## src/rtl/cache_array_pkg.sv

```systemverilog
// Shared types and helpers for the set-associative way array and its PLRU tree.
package cache_array_pkg;

    localparam int MAX_WAYS = 8;

    // Sized for the widest supported array; narrower arrays keep their unused upper nodes at 0.
    typedef logic [MAX_WAYS-2:0] plru_t;

    typedef enum logic {
        IDLE,
        SWEEP
    } sweep_state_t;

    function automatic int way_bits(input int n);
        return $clog2(n);
    endfunction

endpackage

```

## src/rtl/cache_way_array_plru_tree.sv

```systemverilog
// Tree pseudo-LRU: next state after touching a way, and the victim the current state points at.
// Nodes are in heap order (root = bit 0, children of n at 2n+1 / 2n+2); a 0 node points left/lower.
module plru_tree
    import cache_array_pkg::*;
#(
    parameter  int NUM_WAYS = 2,
    localparam int WB       = way_bits(NUM_WAYS)
) (
    input  plru_t         plru,
    input  logic [WB-1:0] touch_way,
    output plru_t         plru_next,
    output logic [WB-1:0] victim
);

    // Every node on the touched path is turned to point away from the touched way.
    always_comb begin
        int node;
        // NOTE: every output of a combinational block gets a default first so no latch is inferred.
        plru_next = plru;
        node      = 0;
        for (int l = 0; l < WB; l++) begin
            plru_next[node] = ~touch_way[WB-1-l];
            node            = 2 * node + 1 + int'(touch_way[WB-1-l]);
        end
    end

    always_comb begin
        int node;
        victim = '0;
        node   = 0;
        for (int l = 0; l < WB; l++) begin
            victim[WB-1-l] = plru[node];
            node           = 2 * node + 1 + int'(plru[node]);
        end
    end

endmodule

```

## src/rtl/cache_way_array.sv

```systemverilog
// N-way set-associative data/valid/replacement store: registered read of all ways,
// per-set tree pseudo-LRU victim selection and a one-set-per-cycle invalidate-all sweep.
module cache_way_array
    import cache_array_pkg::*;
#(
    parameter  int S_INDEX  = 3,
    parameter  int WIDTH    = 128,
    parameter  int NUM_WAYS = 2,
    localparam int NUM_SETS = 2 ** S_INDEX,
    localparam int WB       = way_bits(NUM_WAYS)
) (
    input  logic                      clk,
    input  logic                      rst,
    input  logic                      read,
    input  logic [S_INDEX-1:0]        index,
    output logic [NUM_WAYS*WIDTH-1:0] rdata,
    output logic [NUM_WAYS-1:0]       rvalid,
    input  logic                      load,
    input  logic [WB-1:0]             load_way,
    input  logic [WIDTH-1:0]          datain,
    input  logic                      touch,
    input  logic [WB-1:0]             touch_way,
    output logic [WB-1:0]             lru_way,
    input  logic                      inval_all,
    output logic                      busy
);

    localparam logic [S_INDEX:0] LAST_SET = (S_INDEX + 1)'(NUM_SETS - 1);

    logic [WIDTH-1:0]    data_q  [NUM_SETS][NUM_WAYS];
    logic [NUM_WAYS-1:0] valid_q [NUM_SETS];
    plru_t               plru_q  [NUM_SETS];

    sweep_state_t     state_q, state_d;
    logic [S_INDEX:0] count_q;
    logic             idle, load_en, touch_en, read_en, sweep_done;
    plru_t            plru_next;
    logic [WB-1:0]    victim;

    assign idle       = (state_q == IDLE);
    assign busy       = !idle;
    assign load_en    = load && idle && !inval_all;
    assign touch_en   = touch && idle;
    assign read_en    = read && idle;
    assign sweep_done = (count_q == LAST_SET);

    always_ff @(posedge clk) begin
        if (rst) state_q <= IDLE;
        else     state_q <= state_d;
    end

    always_comb begin
        state_d = state_q;
        case (state_q)
            IDLE:    if (inval_all)  state_d = SWEEP;
            SWEEP:   if (sweep_done) state_d = IDLE;
            default: state_d = IDLE;
        endcase
    end

    // The counter idles at 0, so every sweep starts from set 0.
    always_ff @(posedge clk) begin
        if (rst || idle) count_q <= '0;
        else             count_q <= count_q + 1'b1;
    end

    always_ff @(posedge clk) begin
        if (rst) begin
            for (int s = 0; s < NUM_SETS; s++) begin
                valid_q[s] <= '0;
                plru_q[s]  <= '0;
            end
        end else if (!idle) begin
            valid_q[count_q[S_INDEX-1:0]] <= '0;
            plru_q[count_q[S_INDEX-1:0]]  <= '0;
        end else begin
            if (load_en)  valid_q[index][load_way] <= 1'b1;
            if (touch_en) plru_q[index]            <= plru_next;
        end
    end

    // NOTE: the data array has no reset; valid bits alone decide whether an entry means anything.
    always_ff @(posedge clk) begin
        if (load_en) data_q[index][load_way] <= datain;
    end

    plru_tree #(
        .NUM_WAYS(NUM_WAYS)
    ) u_plru (
        .plru      (plru_q[index]),
        .touch_way (touch_way),
        .plru_next (plru_next),
        .victim    (victim)
    );

    // Scanning downwards leaves the lowest-numbered invalid way as the final choice.
    always_comb begin
        lru_way = victim;
        for (int w = NUM_WAYS - 1; w >= 0; w--) begin
            if (!valid_q[index][w]) lru_way = WB'(w);
        end
    end

    // Invalid ways read as zero so uninitialised storage never reaches the datapath.
    always_ff @(posedge clk) begin
        if (rst) begin
            rdata  <= '0;
            rvalid <= '0;
        end else begin
            rdata  <= '0;
            rvalid <= '0;
            if (read_en) begin
                for (int w = 0; w < NUM_WAYS; w++) begin
                    if (load_en && load_way == WB'(w)) begin
                        rdata[w*WIDTH +: WIDTH] <= datain;
                        rvalid[w]               <= 1'b1;
                    end else begin
                        rdata[w*WIDTH +: WIDTH] <= valid_q[index][w] ? data_q[index][w] : '0;
                        rvalid[w]               <= valid_q[index][w];
                    end
                end
            end
        end
    end

endmodule
```

## config.mk

```make
export PLATFORM = sky130hd
export DESIGN_NAME = cache_way_array
export DESIGN_NICKNAME = d
export VERILOG_FILES = /design/src/rtl/cache_array_pkg.sv /design/src/rtl/cache_way_array_plru_tree.sv /design/src/rtl/cache_way_array.sv
export SDC_FILE = /design/constraint.sdc
export NUM_CORES = 2
export LEC_CHECK = 0
export ABC_AREA = 1
export CORE_ASPECT_RATIO = 1.5
export CORE_MARGIN = 3
export CORE_UTILIZATION = 40
export CTS_CLUSTER_DIAMETER = 80
export CTS_CLUSTER_SIZE = 14
export DETAILED_ROUTE_END_ITERATION = 8
export GPL_ROUTABILITY_DRIVEN = 1
export GPL_TIMING_DRIVEN = 0
export SYNTH_ARGS = -nofsm -noshare
export SYNTH_HDL_FRONTEND = slang
export SYNTH_SLANG_ARGS = --single-unit
```

## constraint.sdc

```tcl
create_clock -name clk -period 17.85 [get_ports clk]
set_input_delay 3.57 -clock clk [delete_from_list [all_inputs] [get_ports clk]]
set_output_delay 3.57 -clock clk [all_outputs]
set_load 0.01 [all_outputs]
```

* Word-level counts from Yosys, hierarchy flattened
Memories as Yosys holds them, arrays and structs flattened.
Cells that the tools add are included.
** Storage, ports and cells
- Output and inout bits :: 260
- RAM bits :: 2120
- Flip-flop bits (word level) :: 263
- Bits in read-only memories :: 0
- Input bits :: 139
- Latch bits :: 0
- Word-level logic and storage cells :: 74
- Memories :: 3
** Memory list
- data_q :: depth 8, width 256, rd ports 1, clocked after memory_dff 0, wr ports 1, RTL line cache_way_array.sv:30 : logic [WIDTH-1:0] data_q [NUM_SETS][NUM_WAYS];
- plru_q :: depth 8, width 7, rd ports 1, clocked after memory_dff 0, wr ports 8, RTL line cache_way_array.sv:32 : plru_t plru_q [NUM_SETS];
- valid_q :: depth 8, width 2, rd ports 1, clocked after memory_dff 0, wr ports 8, RTL line cache_way_array.sv:31 : logic [NUM_WAYS-1:0] valid_q [NUM_SETS];
** Operators by class
- Mux-type cells :: 41
- Shift operators :: 0
- Divide/modulo/power cells :: 0
- $add $sub $neg :: 1
- Order comparisons :: 4
- Reduce and logical (&&, ||, !) cells :: 15
- Multipliers :: 0
- Bitwise gates (word level) :: 5
- Equal/unequal tests :: 1
** Operator list (number)
- 128-bit two-way mux :: 5
- 256-bit two-way mux :: 1
- 128-bit demux with 1-bit select :: 1
- 1-bit two-way mux :: 22
- 7-bit two-way mux :: 2
- 7-bit OR reduction :: 2
- 3-bit two-way mux :: 4
- 1-bit logical AND :: 8
- 2-bit two-way mux :: 4
- 2-bit OR reduction :: 3
- 4-bit by 1-bit adder with 4-bit output (second input constant) :: 1
- 4-bit by 3-bit equality test with 1-bit output (second input constant) :: 1
- 1-bit inverter :: 4
- 2-bit greater-or-equal comparator (second input constant) :: 1
- 1-bit by 2-bit < comparator with 1-bit output (second input constant) :: 1
- 2-bit by 1-bit < comparator with 1-bit output (second input constant) :: 1
- 1-bit inverter with 2-bit output :: 1
- 1-bit case mux with 2 select lines :: 1
- 1-bit demux with 1-bit select :: 1
- 1-bit greater-or-equal comparator (second input constant) :: 1
- 1-bit logical NOT :: 1
- 1-bit logical OR :: 1

* Depth between registers and ports, before layout
- Word-level depth :: 9
- Gate-level depth with buffers :: 13
- Depth with buffers taken out :: 9

* Hierarchy
A second synthesis with hierarchy kept.
** Second synthesis, totals
- Cell total of the unflattened synthesis :: 9375
- Area, all modules :: 96410.0 um^2
** By module, submodules not included
- cache_way_array :: seq. area each 68926.1 um^2, cells each 9367, area an instance 96353.7 um^2, times used 1
- plru_tree :: seq. area each 0.0 um^2, cells each 8, area an instance 56.3 um^2, times used 1

* Least setup slack after synthesis
OpenSTA, ideal clock, no wires.
- Path kind :: input-to-reg
- From :: input index[0]
- To :: memory data_q[0][0] (netlist bit) (enable)
- Path slack :: 7530 ps
- Path buffers :: 4
- Stages on the path :: 7
- Data arrival time :: 9703 ps
- Setup time :: 617 ps
- Data required time :: 17233 ps
- Cells stage by stage :: buf_4 inv_2 buf_4 buf_2 buf_2 nand2_1 nor2_1
** RTL lines
- start, declared :: RTL line cache_way_array.sv:15 : input logic [S_INDEX-1:0] index,
- end, declared :: RTL line cache_way_array.sv:30
Straight into the memory's write port.

* Final worst setup path
- From :: input index[0]
- To :: output lru_way
** On the way
- Longest elaborated chain between the ends :: 3
- Elaborated cells between the ends (all ways) :: 4
** Ends and longest elaborated chain
- memory 8 x 7 bit / memory 8 x 2 bit (equally long branches)
- 1-bit two-way mux :: RTL line cache_way_array.sv:100 : if (!valid_q[index][w]) lru_way = WB'(w);
- 1-bit two-way mux * :: RTL line cache_way_array.sv:100
- end, declared :: RTL line cache_way_array.sv:23 : output logic [WB-1:0] lru_way,
Every way passes the cells marked *; elsewhere a longest branch is shown, timed or not.

==> impl_metrics.tcl <==
set metrics [dict create \
    outcome "complete, no violations" \
    die_x_um 402 \
    fmaxAchievable_mhz 102 \
    startpoint_type "input port" \
    grt_pass1_vias 64284 \
    finalHoldViolations 0 \
    clock_latency_ps 880 \
    drive_gt1_share_pct 5.91 \
    ant_nets 0 \
    drv_slew 0 \
    synth_warnings 0 \
    synth_area_leader_cell "edfxtp_1" \
    pin_count 399 \
    wire_per_inst_um 22.1 \
    netlist_top_cells_area "edfxtp_1 66%, nand2_1 24%, dfxtp_1 5.6%" \
    crit_chain "buf_4 > inv_2 > buf_4 > buf_2 > buf_2 > nand3_1 > nand4_1 > nor3_1 > nor2_1 > clkdlybuf4s50_1" \
    port_buffers 396 \
    yosysUniqueCellTypes 24 \
    worstSetupEndpointType "primary output" \
    cts_tree "built" \
    ys_top_cells_by_count "5,960 x nand2_1, 2,072 x edfxtp_1, 263 x dfxtp_1" \
    fp.dieH_um 600 \
    hold_path_class "register to register" \
    fin_crit_sh_pct 54.9 \
    num_rows 217 \
    syn_avg_cell_area_um2 10.2 \
    syn_to_final_growth_pct 16.4 \
    cp.arrival_ps 6220 \
    async_reset_ff_share_pct 0 \
    cp_max_fo 13 \
    viasPerCell 5.05 \
    drt_iter0_drc 6815 \
    first_pass_iters 6 \
    seq_area_frac_synth_pct 71.7 \
    worst_pin_slew_ps 1390 \
    core_area_um2 233000 \
    nFillCells 21327 \
    antenna_found_initial 56 \
    vias 66260 \
    globalplace.congestion 0.871 \
    grt_start_max_net_pins 31 \
    numCtsBuffers 195 \
    synth_most_common_cell "nand2_1" \
    cts_sinks 2335 \
    cts_setup_buffers 0 \
    peakVddDrop_uv 74.7 \
    cts_resized 0 \
    maxCapViolations 0 \
    placedCellCount 12744 \
    power.density_nw_per_um2 98.7 \
    dieArea_um2 241000 \
    start_util_pct 40.3 \
    rsz0062_at_grt "no" \
    max_stage_delay_ps 610 \
    grt_pass1_wl_um 419000 \
    fin_nets 10015 \
    finalWirelength_um 289000 \
    synth_cells 9193 \
    slew_headroom_pct 7.52 \
    synth_top_area_share_pct 66.1 \
    setup_tns_ps 0 \
    slowest_stage "clkdlybuf4s50_1" \
    cts_root_buf "clkbuf_16" \
    finalSetupViolCount 0 \
    period_needed_ps 9790 \
    leakagePower_nw 43.8 \
    syn-num-nets 9333 \
    syn_area_um2 94100 \
    finalNonFillerCells 13112 \
    route.detailed.drc 0 \
    path_clk_slew_ps 70 \
    path_class "input port to primary output" \
    clockBufferDepth 4 \
    required_ps 14280 \
    synth_seq_cells 2335 \
    synthFlopType "edfxtp_1" \
    skew_ps 56.7 \
    gr-total-overflow 0 \
    synth_edf_count 2072 \
    dp_hpwl_um 198000 \
    ctsHoldBuffers 0 \
    htree_levels 4 \
    grt_util_all_layers_pct 23.4 \
]
-- state kept, by name, indices dropped and copies added (netlist names) --
signal,cells
busy,1
count_q,4
data_q,2048
plru_q,8
rdata,256
rvalid,2
valid_q,16
-- where the power goes --
part | internal (mW) | total, mW | switching [mW]
Clock | 2.09 | 4.02 | 1.93
Combinational | 0.211 | 0.802 | 0.591
Sequential | 5.98 | 5.99 | 0.0109
Total | 8.28 | 10.8 | 2.53
-- critical path, delay by kind of cell --
kind / cells / cell delay (ps)
buffers and inverters: 6 / 2070
AND/OR/NAND/NOR: 4 / 540
-- kinds of logic (layout without fill, tap and decap cells) --
| family | count (synthesis) | in the layout | share of synthesized area [%] |
|---|---|---|---|
| AO/OA/AOI/OAI | 269 | 269 | 1.45 |
| buffers and inverters | 527 | 1336 | 2.55 |
| adder cells (fa/ha/maj) | 1 | 1 | 0.0133 |
| flip-flops | 2335 | 2335 | 71.7 |
| other | 0 | 44 | 0 |
| AND/OR/NAND/NOR | 6061 | 6061 | 24.3 |
-- routing by layer --
layer / vias to the layer above / part of all wire (%) / global-route usage (%)
met5: - / 0.033 / 0
met4: 16 / 3.7 / 8.77
met3: 499 / 8.7 / 4.48
met2: 2854 / 47 / 38.2
met1: 31748 / 41 / 31.2
li1: 31143 / - / -
-- cell usage in the layout (no fill, tap or decap), types with 2 or more instances in the layout --
cell / synthesis / final
nand2_1: 5960 / 5960
edfxtp_1: 2072 / 2072
clkdlybuf4s50_1: 0 / 396
clkbuf_1: 193 / 298
dfxtp_1: 263 / 263
a21oi_1: 260 / 260
buf_2: 209 / 209
clkbuf_16: 0 / 201
buf_12: 0 / 78
buf_1: 49 / 49
diode_2: 0 / 44
buf_4: 38 / 38
nor2_1: 53 / 37
inv_1: 30 / 30
nand3_1: 19 / 19
nor2_4: 2 / 18
nand4_1: 18 / 18
clkbuf_2: 0 / 11
buf_16: 0 / 11
inv_2: 6 / 6
nor2_2: 5 / 5
o21ai_2: 4 / 4
o21ai_0: 3 / 3
nor3_1: 2 / 2
buf_6: 2 / 2
inv_6: 0 / 2
-- area by class of cell --
type | instances | area (um^2) | share of cell area, %
flip-flops and latches | 2335 | 67500 | 61.6
multi-input cells | 6331 | 24400 | 22.2
repair buffers | 485 | 5830 | 5.32
clock buffers | 317 | 5470 | 4.99
well taps | 3066 | 3840 | 3.50
plain buffers | 491 | 2280 | 2.08
inverters | 36 | 135 | 0.123
diodes | 44 | 110 | 0.100
clock inverters | 7 | 77.6 | 0.0708
-- per-stage QoR --
step / power (mW) / worst slack (ps) / utilization (%) / instance area [um^2] / hold WS, ps
after floorplan: 6.51 / 7530 / - / 94100 / 441
after global placement: 6.90 / 1440 / 43.6 / 102000 / 457
after detailed placement: 6.91 / 8120 / 44.5 / 104000 / 478
after CTS: 10.9 / 8110 / 46.9 / 109000 / 489
after global routing: 11.1 / 8000 / 46.9 / 109000 / 526
final: 10.8 / 8060 / 46.9 / 110000 / 490
-- worst paths after layout --
kind,slack [ps],endpoint,cells after the start,startpoint
worst max register to register,14320,data_q[1][112],8,busy
worst max-delay path,8060,lru_way,10,index[0]
worst min register to register,490,count_q[3],2,count_q[3]
worst min-delay path,490,count_q[3],2,count_q[3]
(Power assumes the default switching activity.)
